<file path="src/rtl/sram_char_seq_pkg.sv">
// Shared encodings for the SRAM characterization sequencer: FSM states,
// run modes, data patterns and measurement-select bit positions.
package sram_char_pkg;

  typedef enum logic [2:0] {
    S_IDLE, S_SETUP, S_WRITE, S_GAP, S_READ, S_DRAIN, S_DONE
  } state_t;

  localparam logic [1:0] MODE_WR    = 2'd0;
  localparam logic [1:0] MODE_RD    = 2'd1;
  localparam logic [1:0] MODE_WR_RD = 2'd2;

  localparam logic [1:0] PAT_CONST   = 2'd0;
  localparam logic [1:0] PAT_INC     = 2'd1;
  localparam logic [1:0] PAT_CHECKER = 2'd2;
  localparam logic [1:0] PAT_ADDR    = 2'd3;

  localparam int MEAS_WR_BIT = 0;
  localparam int MEAS_RD_BIT = 1;

endpackage

</file>
<file path="src/rtl/sram_char_seq_if.sv">
// Single-port SRAM macro bus: the sequencer is master, the macro is slave.
interface sram_char_seq_if #(
  parameter int DATA_WIDTH  = 4,
  parameter int ADDR_WIDTH  = 6,
  parameter int WMASK_WIDTH = 2
);
  logic                   sram_we;
  logic [WMASK_WIDTH-1:0] sram_wmask;
  logic [ADDR_WIDTH-1:0]  sram_addr;
  logic [DATA_WIDTH-1:0]  sram_din;
  logic [DATA_WIDTH-1:0]  sram_dout;

  modport master (output sram_we, sram_wmask, sram_addr, sram_din, input sram_dout);
  modport slave  (input sram_we, sram_wmask, sram_addr, sram_din, output sram_dout);
endinterface

</file>
<file path="src/rtl/sram_char_patgen.sv">
// Combinational data-pattern generator; used for both the write-drive path
// and the delayed expected-data path of the readback compare.
module sram_char_patgen
  import sram_char_pkg::*;
#(
  parameter int DATA_WIDTH = 4,
  parameter int ADDR_WIDTH = 6
) (
  input  logic [1:0]            pattern,
  input  logic [DATA_WIDTH-1:0] seed,
  input  logic [ADDR_WIDTH:0]   idx,
  input  logic [ADDR_WIDTH-1:0] addr,
  output logic [DATA_WIDTH-1:0] data
);
  always_comb begin
    data = seed;
    case (pattern)
      PAT_CONST:   data = seed;
      PAT_INC:     data = seed + DATA_WIDTH'(idx);
      PAT_CHECKER: data = idx[0] ? ~seed : seed;
      PAT_ADDR:    data = DATA_WIDTH'(addr);
      default:     data = seed;
    endcase
  end
endmodule

</file>
<file path="src/rtl/sram_char_seq.sv">
// SRAM characterization sequencer: bursts writes/reads over an address range,
// raises a measurement window over the selected phases and counts readback errors.
module sram_char_seq
  import sram_char_pkg::*;
#(
  parameter int DATA_WIDTH  = 4,
  parameter int ADDR_WIDTH  = 6,
  parameter int WMASK_WIDTH = 2,
  parameter int ERR_WIDTH   = 8
) (
  input  logic                   clk,
  input  logic                   rst,
  input  logic                   start,
  input  logic [1:0]             mode,
  input  logic [1:0]             pattern,
  input  logic [DATA_WIDTH-1:0]  seed,
  input  logic [ADDR_WIDTH-1:0]  addr_start,
  input  logic [ADDR_WIDTH:0]    addr_count,
  input  logic [WMASK_WIDTH-1:0] wmask_cfg,
  input  logic [1:0]             meas_sel,
  sram_char_seq_if.master        sram,
  output logic                   busy,
  output logic                   done,
  output logic                   meas_window,
  output logic [ERR_WIDTH-1:0]   err_count,
  output logic [ADDR_WIDTH-1:0]  first_err_addr,
  output logic                   err_flag
);
  localparam int IW = ADDR_WIDTH + 1;
  localparam int LW = DATA_WIDTH / WMASK_WIDTH;
  localparam logic [IW-1:0]        IDX_ONE = IW'(1);
  localparam logic [ERR_WIDTH-1:0] ERR_ONE = ERR_WIDTH'(1);

  state_t                 state, state_n;
  logic [IW-1:0]          idx, idx_n;
  logic                   accept, idx_last, cmp_en;

  logic [1:0]             cfg_mode, cfg_pattern, cfg_meas;
  logic [DATA_WIDTH-1:0]  cfg_seed;
  logic [ADDR_WIDTH-1:0]  cfg_addr_start;
  logic [IW-1:0]          cfg_count;
  logic [WMASK_WIDTH-1:0] cfg_wmask;

  logic                   we_q, we_d, busy_d, done_d, meas_d;
  logic [WMASK_WIDTH-1:0] wmask_q, wmask_d;
  logic [ADDR_WIDTH-1:0]  addr_q, addr_d, addr_n;
  logic [DATA_WIDTH-1:0]  din_q, din_d, drv_data, exp_data, lane_mask;

  logic                   cmp_vld, mismatch;
  logic [IW-1:0]          cmp_idx;
  logic [ADDR_WIDTH-1:0]  cmp_addr;

  // DONE also counts as not busy, so a new run may start on its closing edge
  assign accept   = start && (state == S_IDLE || state == S_DONE);
  assign idx_last = (idx + IDX_ONE) == cfg_count;
  assign cmp_en   = (cfg_mode == MODE_WR_RD) || (cfg_mode == 2'd3);
  assign addr_n   = cfg_addr_start + idx_n[ADDR_WIDTH-1:0];

  always_ff @(posedge clk) begin
    if (rst) begin
      state <= S_IDLE;
      idx   <= '0;
    end else begin
      state <= state_n;
      idx   <= idx_n;
    end
  end

  always_ff @(posedge clk) begin
    if (rst) begin
      cfg_mode <= '0; cfg_pattern <= '0; cfg_meas <= '0; cfg_seed <= '0;
      cfg_addr_start <= '0; cfg_count <= '0; cfg_wmask <= '0;
    end else if (accept) begin
      cfg_mode <= mode; cfg_pattern <= pattern; cfg_meas <= meas_sel; cfg_seed <= seed;
      cfg_addr_start <= addr_start; cfg_count <= addr_count; cfg_wmask <= wmask_cfg;
    end
  end

  always_comb begin
    state_n = state;
    idx_n   = idx;
    case (state)
      S_IDLE:  if (accept) state_n = S_SETUP;
      S_SETUP: begin
        idx_n = '0;
        if (cfg_count == '0)          state_n = S_DONE;
        else if (cfg_mode == MODE_RD) state_n = S_READ;
        else                          state_n = S_WRITE;
      end
      S_WRITE: begin
        if (idx_last) begin
          idx_n   = '0;
          state_n = (cfg_mode == MODE_WR) ? S_DONE : S_GAP;
        end else idx_n = idx + IDX_ONE;
      end
      S_GAP:   begin idx_n = '0; state_n = S_READ; end
      S_READ:  if (idx_last) state_n = S_DRAIN; else idx_n = idx + IDX_ONE;
      S_DRAIN: state_n = S_DONE;
      S_DONE:  state_n = accept ? S_SETUP : S_IDLE;
      default: state_n = S_IDLE;
    endcase
  end

  // Outputs are decoded from the next state so the SRAM pins are flops
  // that line up with the state register.
  always_comb begin
    we_d    = (state_n == S_WRITE);
    wmask_d = we_d ? cfg_wmask : '0;
    addr_d  = (state_n == S_WRITE || state_n == S_READ) ? addr_n : addr_q;
    din_d   = we_d ? drv_data : din_q;
    busy_d  = !(state_n == S_IDLE || state_n == S_DONE);
    done_d  = (state_n == S_DONE);
    meas_d  = (we_d && cfg_meas[MEAS_WR_BIT]) || (state_n == S_READ && cfg_meas[MEAS_RD_BIT]);
  end

  always_ff @(posedge clk) begin
    if (rst) begin
      we_q <= 1'b0; wmask_q <= '0; addr_q <= '0; din_q <= '0;
      busy <= 1'b0; done <= 1'b0; meas_window <= 1'b0;
    end else begin
      we_q <= we_d; wmask_q <= wmask_d; addr_q <= addr_d; din_q <= din_d;
      busy <= busy_d; done <= done_d; meas_window <= meas_d;
    end
  end

  assign sram.sram_we    = we_q;
  assign sram.sram_wmask = wmask_q;
  assign sram.sram_addr  = addr_q;
  assign sram.sram_din   = din_q;

  sram_char_patgen #(.DATA_WIDTH(DATA_WIDTH), .ADDR_WIDTH(ADDR_WIDTH)) u_pat_drv (
    .pattern(cfg_pattern), .seed(cfg_seed), .idx(idx_n), .addr(addr_n), .data(drv_data)
  );

  sram_char_patgen #(.DATA_WIDTH(DATA_WIDTH), .ADDR_WIDTH(ADDR_WIDTH)) u_pat_exp (
    .pattern(cfg_pattern), .seed(cfg_seed), .idx(cmp_idx), .addr(cmp_addr), .data(exp_data)
  );

  // Read data returns one edge after the macro samples the address
  always_ff @(posedge clk) begin
    if (rst) begin
      cmp_vld <= 1'b0; cmp_idx <= '0; cmp_addr <= '0;
    end else begin
      cmp_vld  <= (state == S_READ) && cmp_en;
      cmp_idx  <= idx;
      cmp_addr <= addr_q;
    end
  end

  for (genvar l = 0; l < WMASK_WIDTH; l++) begin : g_lane
    assign lane_mask[l*LW +: LW] = {LW{cfg_wmask[l]}};
  end

  assign mismatch = |((sram.sram_dout ^ exp_data) & lane_mask);

  always_ff @(posedge clk) begin
    if (rst || accept) begin
      err_count <= '0; first_err_addr <= '0; err_flag <= 1'b0;
    end else if (cmp_vld && mismatch) begin
      if (err_count != '1) err_count <= err_count + ERR_ONE;
      if (!err_flag) begin
        err_flag       <= 1'b1;
        first_err_addr <= cmp_addr;
      end
    end
  end

endmodule
</file>
<file path="src/flat_wrapper.sv">
// flat-port wrapper written by rule: the top's interface ports become plain ports
module sram_char_seq_flat import sram_char_pkg::*;
#(
  parameter int DATA_WIDTH  = 4,
  parameter int ADDR_WIDTH  = 6,
  parameter int WMASK_WIDTH = 2,
  parameter int ERR_WIDTH   = 8
)
  (clk, rst, start, mode, pattern, seed, addr_start, addr_count, wmask_cfg, meas_sel, busy, done, meas_window, err_count, first_err_addr, err_flag, sram_sram_we, sram_sram_wmask, sram_sram_addr, sram_sram_din, sram_sram_dout);
  sram_char_seq_if #(.DATA_WIDTH(DATA_WIDTH), .ADDR_WIDTH(ADDR_WIDTH), .WMASK_WIDTH(WMASK_WIDTH)) sram_i ();
  input  logic clk;
  input  logic rst;
  input  logic start;
  input  logic [1:0] mode;
  input  logic [1:0] pattern;
  input  logic [DATA_WIDTH-1:0] seed;
  input  logic [ADDR_WIDTH-1:0] addr_start;
  input  logic [ADDR_WIDTH:0] addr_count;
  input  logic [WMASK_WIDTH-1:0] wmask_cfg;
  input  logic [1:0] meas_sel;
  output logic busy;
  output logic done;
  output logic meas_window;
  output logic [ERR_WIDTH-1:0] err_count;
  output logic [ADDR_WIDTH-1:0] first_err_addr;
  output logic err_flag;
  output wire logic [$bits(sram_i.sram_we)-1:0] sram_sram_we;
  output wire logic [$bits(sram_i.sram_wmask)-1:0] sram_sram_wmask;
  output wire logic [$bits(sram_i.sram_addr)-1:0] sram_sram_addr;
  output wire logic [$bits(sram_i.sram_din)-1:0] sram_sram_din;
  input wire logic [$bits(sram_i.sram_dout)-1:0] sram_sram_dout;
  assign sram_sram_we = sram_i.sram_we;
  assign sram_sram_wmask = sram_i.sram_wmask;
  assign sram_sram_addr = sram_i.sram_addr;
  assign sram_sram_din = sram_i.sram_din;
  assign sram_i.sram_dout = sram_sram_dout;
  sram_char_seq #(.DATA_WIDTH(DATA_WIDTH), .ADDR_WIDTH(ADDR_WIDTH), .WMASK_WIDTH(WMASK_WIDTH), .ERR_WIDTH(ERR_WIDTH)) u_core (.clk(clk), .rst(rst), .start(start), .mode(mode), .pattern(pattern), .seed(seed), .addr_start(addr_start), .addr_count(addr_count), .wmask_cfg(wmask_cfg), .meas_sel(meas_sel), .sram(sram_i), .busy(busy), .done(done), .meas_window(meas_window), .err_count(err_count), .first_err_addr(first_err_addr), .err_flag(err_flag));
endmodule
</file>
<file path="config.mk">
export PLATFORM = sky130hd
export DESIGN_NAME = sram_char_seq_flat
export DESIGN_NICKNAME = d
export VERILOG_FILES = /design/src/rtl/sram_char_seq_pkg.sv /design/src/rtl/sram_char_seq_if.sv /design/src/rtl/sram_char_patgen.sv /design/src/rtl/sram_char_seq.sv /design/src/flat_wrapper.sv
export SDC_FILE = /design/constraint.sdc
export NUM_CORES = 1
export LEC_CHECK = 0
export BUFFER_PORTS_ARGS = -buffer_cell sky130_fd_sc_hd__buf_2
export CAP_MARGIN = 20
export CORE_MARGIN = 1
export CORE_UTILIZATION = 45
export CTS_CLUSTER_DIAMETER = 120
export DETAILED_ROUTE_END_ITERATION = 16
export PLACE_DENSITY = 0.66
export SLEW_MARGIN = 20
export SYNTH_ARGS = -nofsm -noshare
export SYNTH_HDL_FRONTEND = slang
export SYNTH_SLANG_ARGS = --single-unit
</file>
<file path="constraint.sdc">
create_clock -name clk -period 4.82 [get_ports clk]
set_input_delay 0.964 -clock clk [delete_from_list [all_inputs] [get_ports clk]]
set_output_delay 0.964 -clock clk [all_outputs]
set_load 0.005 [all_outputs]
</file>
## After elaboration in Yosys (flattened, before gate mapping)

Index checks and enable logic that the tools add are counted.

| word-level totals | value |
|---|---|
| register bits | 77 |
| input port bits | 32 |

| cells by class | value |
|---|---|
| add/subtract/negate cells | 5 |
| equal/unequal tests | 18 |
| mux-type cells | 15 |
| bitwise gates (word level) | 5 |
| reductions and logical operators | 24 |

Operators by type and width:

| operator | count |
|---|---|
| case mux 4 bit (4 select lines) | 2 |
| case mux 3 bit (7 select lines) | 1 |
| case mux 7 bit (3 select lines) | 1 |
| 2-to-1 mux 3 bit | 6 |
| equality test 3 bit, second input constant | 5 |
| 2-to-1 mux 7 bit | 2 |
| equality test 3 x 2 -> 1 bit, second input constant | 3 |
| adder 4 bit | 2 |
| adder 8 x 1 -> 8 bit, second input constant | 1 |
| equality test 2 bit, second input constant | 4 |
| 2-to-1 mux 4 bit | 2 |
| != test 8 bit, second input constant | 1 |
| adder 7 x 1 -> 7 bit, second input constant | 1 |
| equality test 7 bit | 1 |
| zero test 7 bit | 1 |
| adder 6 bit | 1 |
| zero test 3 bit | 2 |
| logical OR 1 bit | 6 |
| AND reduction 2 bit | 3 |
| logical AND 1 bit | 5 |
| bitwise AND 4 bit | 1 |
| equality test 2 x 1 -> 1 bit, second input constant | 2 |
| zero test 2 bit | 2 |
| inverter 4 bit | 1 |
| other kinds (9) | 11 |

## Depth between registers and ports, before layout

| depth | value |
|---|---|
| word-level depth | 8 |
| mapped depth | 19 |

## Modules after synthesis

Synthesis repeated with hierarchy kept, for this count alone.

| unflattened totals | value |
|---|---|
| cells, all modules | 475 |
| area, all modules | 4,147.7 µm² |

By module, submodules not included:

| module | instances | cells each | area each (µm²) | seq. area each (µm²) |
|---|---|---|---|---|
| sram_char_seq | 1 | 413 | 3,642.2 | 1,601.5 |
| sram_char_patgen | 2 | 31 | 252.7 | 0.0 |

## Least setup slack after synthesis

Ideal clock, no wire load.

| timing | value |
|---|---|
| kind | reg2reg |
| from | register u_core.idx[0] |
| to | register u_core.din_q[3], in the netlist u_core.sram.sram_din[3] |
| library setup time | 0.124 ns |
| arrival time | 3.540 ns |
| slack | 1.157 ns |
| stages on the path, launching flop included | 20 |
| buffers on the path | 1 |
| period minus slack after synthesis | 3.663 ns |
| cells stage by stage | dfxtp_1 ha_1 nand3_1 xnor2_1 nand4_1 nor3_4 buf_6 nor4_1 o21ai_0 a21boi_0 inv_1 ha_1 a21o_1 a21oi_1 xnor2_1 a22o_1 a32oi_1 nor2_1 mux2i_1 o21ai_0 |

| on the way | value |
|---|---|
| cells in the longest elaborated chain, start to end | 6 |
| elaborated cells on any way between the ends | 13 |

RTL lines:

| what | line | RTL |
|---|---|---|
| start, declared | sram_char_seq.sv:35 | `logic [IW-1:0] idx, idx_n;` |
| start signal, assigned | sram_char_seq.sv:65 | `idx <= idx_n;` |
| adder 7 x 1 -> 7 bit * | sram_char_seq.sv:55, sram_char_seq.sv:94, sram_char_seq.sv:97 |  |
| equality test 7 bit | sram_char_seq.sv:55 | `assign idx_last = (idx + IDX_ONE) == cfg_count;` |
| 2-to-1 mux 7 bit (on tied branches) | sram_char_seq.sv:97, sram_char_seq.sv:91 |  |
| case mux 7 bit (3 select lines) * | sram_char_seq.sv:82 | `case (state)` |
| via u_core.idx_n[1] | sram_char_seq.sv:35 |  |
| adder 6 bit / adder 4 bit (equally long branches) | sram_char_seq.sv:57, sram_char_patgen.sv:19 |  |
| case mux 4 bit (4 select lines) * | sram_char_patgen.sv:17 | `case (pattern)` |
| end signal, assigned | sram_char_seq.sv:121 | `we_q <= we_d; wmask_q <= wmask_d; addr_q <= addr_d; din_q <= din_d;` |
| end, declared | sram_char_seq.sv:47 | `logic [DATA_WIDTH-1:0] din_q, din_d, drv_data, exp_data, lane_mask;` |

The timed path passes the listed nets; every way through them passes the cells marked *. The select of a mux whose other input is x is not followed.
A chain may end at the register's enable or synchronous reset.

## Worst setup path in the final report

| timing | value |
|---|---|
| from | register u_core.idx[0] |
| to | register u_core.din_q[3], in the netlist u_core.sram.sram_din[3] |

| on the way | value |
|---|---|
| cells in the longest elaborated chain, start to end | 6 |
| elaborated cells on any way between the ends | 13 |

RTL lines:

| what | line | RTL |
|---|---|---|
| adder 7 x 1 -> 7 bit | sram_char_seq.sv:55, sram_char_seq.sv:94, sram_char_seq.sv:97 |  |
| equality test 7 bit | sram_char_seq.sv:55 |  |
| 2-to-1 mux 7 bit (on tied branches) | sram_char_seq.sv:97, sram_char_seq.sv:91 |  |
| case mux 7 bit (3 select lines) * | sram_char_seq.sv:82 |  |
| via u_core.idx_n[0] | sram_char_seq.sv:35 |  |
| adder 6 bit (tied with other cells) | sram_char_seq.sv:57 | `assign addr_n = cfg_addr_start + idx_n[ADDR_WIDTH-1:0];` |
| case mux 4 bit (4 select lines) * | sram_char_patgen.sv:17 |  |

Marked as above.

==> impl_metrics.xml <==
<?xml version="1.0" encoding="UTF-8"?>
<metrics>
  <group name="power_and_ir_drop">
    <metric name="switching_part_of_the_total" unit="%">30.4</metric>
    <metric name="worst_ir_drop_vdd" unit="V">0.000184</metric>
    <metric name="totalPowerFinal" unit="mW">1.59</metric>
    <metric name="p_switching" unit="mW">0.483</metric>
    <metric name="p_clk_share" unit="%">34.7</metric>
    <metric name="power_leakage" unit="nW">1.98</metric>
    <metric name="combPwrFrac" unit="%">19.7</metric>
    <metric name="power.internal" unit="mW">1.11</metric>
    <metric name="power.sequential.fraction" unit="%">45.6</metric>
    <metric name="power_density" unit="nW/um^2">346</metric>
  </group>
  <group name="timing">
    <metric name="worst_slew_pin_slew" unit="ps">880</metric>
    <metric name="achievable-frequency" unit="GHz">0.230</metric>
    <metric name="final_critical_path_setup_slack" unit="ps">477</metric>
    <metric name="final-hold-violation-count" unit="">0</metric>
    <metric name="min_period" unit="ps">4340</metric>
    <metric name="finalSetupViolCount" unit="">0</metric>
    <metric name="finalMaxSlewViolations" unit="">0</metric>
    <metric name="post-route-period-util" unit="%">90.1</metric>
    <metric name="worst_slew_margin_rel" unit="%">41.1</metric>
    <metric name="rsz0062_at_grt" unit="">no</metric>
    <metric name="fin_skew" unit="ps">11.7</metric>
    <metric name="timing.setup.tns" unit="ps">0</metric>
  </group>
  <group name="min_path">
    <metric name="worst_hold_startpoint" unit="">u_core.cmp_addr[5]</metric>
    <metric name="timing.hold.worst.class" unit="">flip-flop to flip-flop</metric>
    <metric name="min_delay_path_depth" unit="">2</metric>
  </group>
  <group name="clock_network">
    <metric name="cts_root_buffer" unit="">sky130_fd_sc_hd__clkbuf_8</metric>
    <metric name="htree_levels" unit="">3</metric>
    <metric name="cts.clk_slew.worst_paths" unit="ps">80</metric>
    <metric name="clock_latency" unit="ps">350</metric>
    <metric name="tritoncts_num_sinks" unit="">77</metric>
    <metric name="tritoncts" unit="">yes</metric>
    <metric name="clk_path_buf_depth" unit="">2</metric>
    <metric name="cts_hold_repair.buffers" unit="">0</metric>
    <metric name="cts_buffers" unit="">9</metric>
  </group>
  <group name="route">
    <metric name="route.vias.total" unit="">3474</metric>
    <metric name="route.final.wire_length" unit="mm">9.54</metric>
    <metric name="drt_pass1_iterations" unit="">4</metric>
    <metric name="drc" unit="">0</metric>
    <metric name="drt_first_iter_violations" unit="">236</metric>
    <metric name="drt-wirelength-per-cell" unit="microns">14.7</metric>
    <metric name="final_antenna_net_count" unit="">0</metric>
    <metric name="via_per_inst" unit="">5.37</metric>
  </group>
  <group name="layout">
    <metric name="antenna_cells" unit="">0</metric>
    <metric name="most-common-layout-cells" unit="">85 x sky130_fd_sc_hd__nand2_1, 77 x sky130_fd_sc_hd__dfxtp_1, 62 x sky130_fd_sc_hd__buf_2</metric>
    <metric name="final_common_cell" unit="">sky130_fd_sc_hd__nand2_1</metric>
    <metric name="drive_gt1_share" unit="%">17.8</metric>
    <metric name="syn2layout_area_growth" unit="%">14.1</metric>
    <metric name="nNetsFinal" unit="">583</metric>
  </group>
  <group name="synthesis">
    <metric name="async_flop_share" unit="%">0</metric>
    <metric name="syn_inst" unit="">487</metric>
    <metric name="count_of_flip_flops_with_a_built_in_enable_after_synthesis" unit="">0</metric>
    <metric name="dominantRegCellSynth" unit="">sky130_fd_sc_hd__dfxtp_1</metric>
    <metric name="synth_sequential_area_ratio" unit="%">38.2</metric>
    <metric name="cell_types_occupying_the_most_area_after_synthesis" unit="">sky130_fd_sc_hd__dfxtp_1 38%, sky130_fd_sc_hd__nand2_1 7.9%, sky130_fd_sc_hd__a21oi_1 5.3%</metric>
    <metric name="netlist_area" unit="sq um">4040</metric>
    <metric name="syn_avg_cell_area" unit="sq um">8.29</metric>
    <metric name="yosysTopAreaCell" unit="">sky130_fd_sc_hd__dfxtp_1</metric>
    <metric name="synth_warnings" unit="">0</metric>
    <metric name="synthesis.nets" unit="">536</metric>
    <metric name="synth-seq-cells" unit="">77</metric>
    <metric name="synth.top_cell.area_share" unit="%">38.2</metric>
    <metric name="synth.lib_cells_used.distinct" unit="">59</metric>
  </group>
  <group name="place">
    <metric name="place_hpwl" unit="mm">7.04</metric>
    <metric name="detailedPlace.worstSlack" unit="ps">356</metric>
    <metric name="portBuffers" unit="">62</metric>
    <metric name="gp_congestion" unit="">0.901</metric>
  </group>
  <group name="floorplanning">
    <metric name="num_ports" unit="">63</metric>
    <metric name="core-area" unit="sq um">8720</metric>
    <metric name="die_height" unit="microns">96.7</metric>
    <metric name="row_count" unit="">34</metric>
    <metric name="design.die.area" unit="sq um">9350</metric>
    <metric name="floorplan.die.width" unit="microns">96.7</metric>
    <metric name="start_util" unit="%">46.3</metric>
  </group>
  <group name="setup_path">
    <metric name="regToRegSetupSlack" unit="ps">480</metric>
    <metric name="reg2reg_from" unit="">u_core.idx[0]</metric>
    <metric name="worst_setup_path_endpoint" unit="">u_core.sram.sram_din[3]</metric>
    <metric name="worstRegToRegCells" unit="">18</metric>
    <metric name="critPathMaxFanout" unit="">16</metric>
    <metric name="r2r-end" unit="">u_core.sram.sram_din[3]</metric>
    <metric name="worst_setup_path_end_kind" unit="">flip-flop</metric>
    <metric name="startpoint_type" unit="">flip-flop</metric>
    <metric name="critical_path_arrival" unit="ps">4570</metric>
    <metric name="worstPathRequired" unit="ps">5050</metric>
    <metric name="critPathKind" unit="">flip-flop to flip-flop</metric>
    <metric name="worstSetupStartpoint" unit="">u_core.idx[0]</metric>
  </group>
  <group name="global_routing">
    <metric name="number_of_global_route_vias_before_repair" unit="">3235</metric>
    <metric name="globalRouteTotalUtil" unit="%">21.1</metric>
    <metric name="grt_start_max_net_pins" unit="">67</metric>
    <metric name="first_pass_grt_wire_length" unit="mm">16.0</metric>
    <metric name="grt_antenna_before_repair" unit="">0</metric>
    <metric name="gr-total-overflow" unit="">0</metric>
  </group>
  <group name="flow_run">
    <metric name="maxCapViolCount" unit="">0</metric>
  </group>
  <group name="status">
    <metric name="run_status" unit="">finished clean</metric>
  </group>
</metrics>
==> kinds of logic after synthesis <==
family,count (synthesis),synth area share (%)
buffers and inverters,49,5.02
muxes,22,5.49
xor gates and xnor gates,29,6.29
and+or+nand+nor,192,22.4
AOI/OAI and AO/OA,101,16.7
adders and majority gates,17,5.83
DFF,77,38.2
==> registers in the layout, indices dropped and copies added (netlist names), 2 cells and up <==
signal                  cells
u_core.cfg_addr_start       6
u_core.cfg_count            7
u_core.cfg_meas             2
u_core.cfg_mode             2
u_core.cfg_pattern          2
u_core.cfg_seed             4
u_core.cfg_wmask            2
u_core.cmp_addr             6
u_core.cmp_idx              4
u_core.err_count            8
u_core.first_err_addr       6
u_core.idx                  7
u_core.sram.sram_addr       6
u_core.sram.sram_din        4
u_core.sram.sram_wmask      2
u_core.state                3
==> cell usage after synthesis (all sizes together), types with 3 or more instances <==
master	instances
clkbuf	20
nor3	9
nand2	85
o22ai	3
nand3b	4
o31ai	3
buf	9
a31o	3
inv	20
nand3	12
nor2b	16
nand2b	5
nor2	37
a21o	3
a311oi	3
o211ai	8
o21ai	12
fa	3
a21oi	46
dfxtp	77
xnor2	19
mux2i	21
xor2	10
ha	14
or3	5
and2	3
and3	6
==> worst min path at each step <==
stage | end
after CTS | u_core.first_err_addr[5]
after global placement | u_core.first_err_addr[5]
after detailed placement | u_core.first_err_addr[5]
after global routing | u_core.first_err_addr[4]
after floorplan | u_core.first_err_addr[4]
final | u_core.first_err_addr[5]
==> final cells by class <==
| cell class | instances | area [sq um] |
|---|---|---|
| fill | 841 | 4120 |
| clock inverter | 5 | 83.8 |
| tap | 108 | 135 |
| timing repair buffer | 65 | 333 |
| clock buffer | 11 | 141 |
| sequential | 77 | 1540 |
| inverter | 20 | 75.1 |
| multi-input combinational | 361 | 2290 |
==> metal layers <==
metal / vias up / global-route usage, % / wire length, microns
li1: 1765 / - / -
met1: 1609 / 28.9 / 4600
met2: 89 / 33.6 / 4420
met3: 11 / 3.18 / 382
met4: 0 / 7.92 / 134
met5: - / 0 / 0
==> worst max-delay path, stage by stage, from the launching register on <==
cell and delay [ps]:
sky130_fd_sc_hd__dfxtp_1 450, sky130_fd_sc_hd__ha_1 280, sky130_fd_sc_hd__nand3_1 180, sky130_fd_sc_hd__xnor2_1 190, sky130_fd_sc_hd__nand4_1 160, sky130_fd_sc_hd__nor3_4 530, sky130_fd_sc_hd__inv_2 130, sky130_fd_sc_hd__ha_1 300
sky130_fd_sc_hd__o22a_1 210, sky130_fd_sc_hd__o32ai_1 390, sky130_fd_sc_hd__ha_1 320, sky130_fd_sc_hd__a21o_1 130, sky130_fd_sc_hd__a21oi_1 90, sky130_fd_sc_hd__xnor2_1 150, sky130_fd_sc_hd__a22o_1 230, sky130_fd_sc_hd__a32oi_1 140
sky130_fd_sc_hd__nor2_1 60, sky130_fd_sc_hd__mux2i_1 170, sky130_fd_sc_hd__o21ai_0 100
==> power groups by stage <==
stage                     Combinational (mW)  Clock [mW]  Sequential (mW)
after CTS                              0.316       0.566            0.725
final                                  0.314       0.553            0.725
after global routing                   0.349       0.596            0.733
after detailed placement               0.314           0            0.740
after global placement                 0.309           0            0.739
after floorplan                        0.251           0            0.711
==> through the flow <==
stage	std cells	utilization (%)	hold WS, ps	area [sq um]
after floorplan	487	-	420	4040
after global placement	631	50.2	429	4380
after detailed placement	631	50.2	434	4380
after CTS	647	52.8	446	4600
after global routing	647	52.8	470	4600
final	647	52.8	443	4600
==> repair_timing <==
action | 4_1_cts | 5_1_grt
endpoints found under the setup margin | 0 | 2
buffers inserted | 0 | 0
gates resized for setup | 0 | 1
No activity file was read; power rests on OpenSTA's default activity.
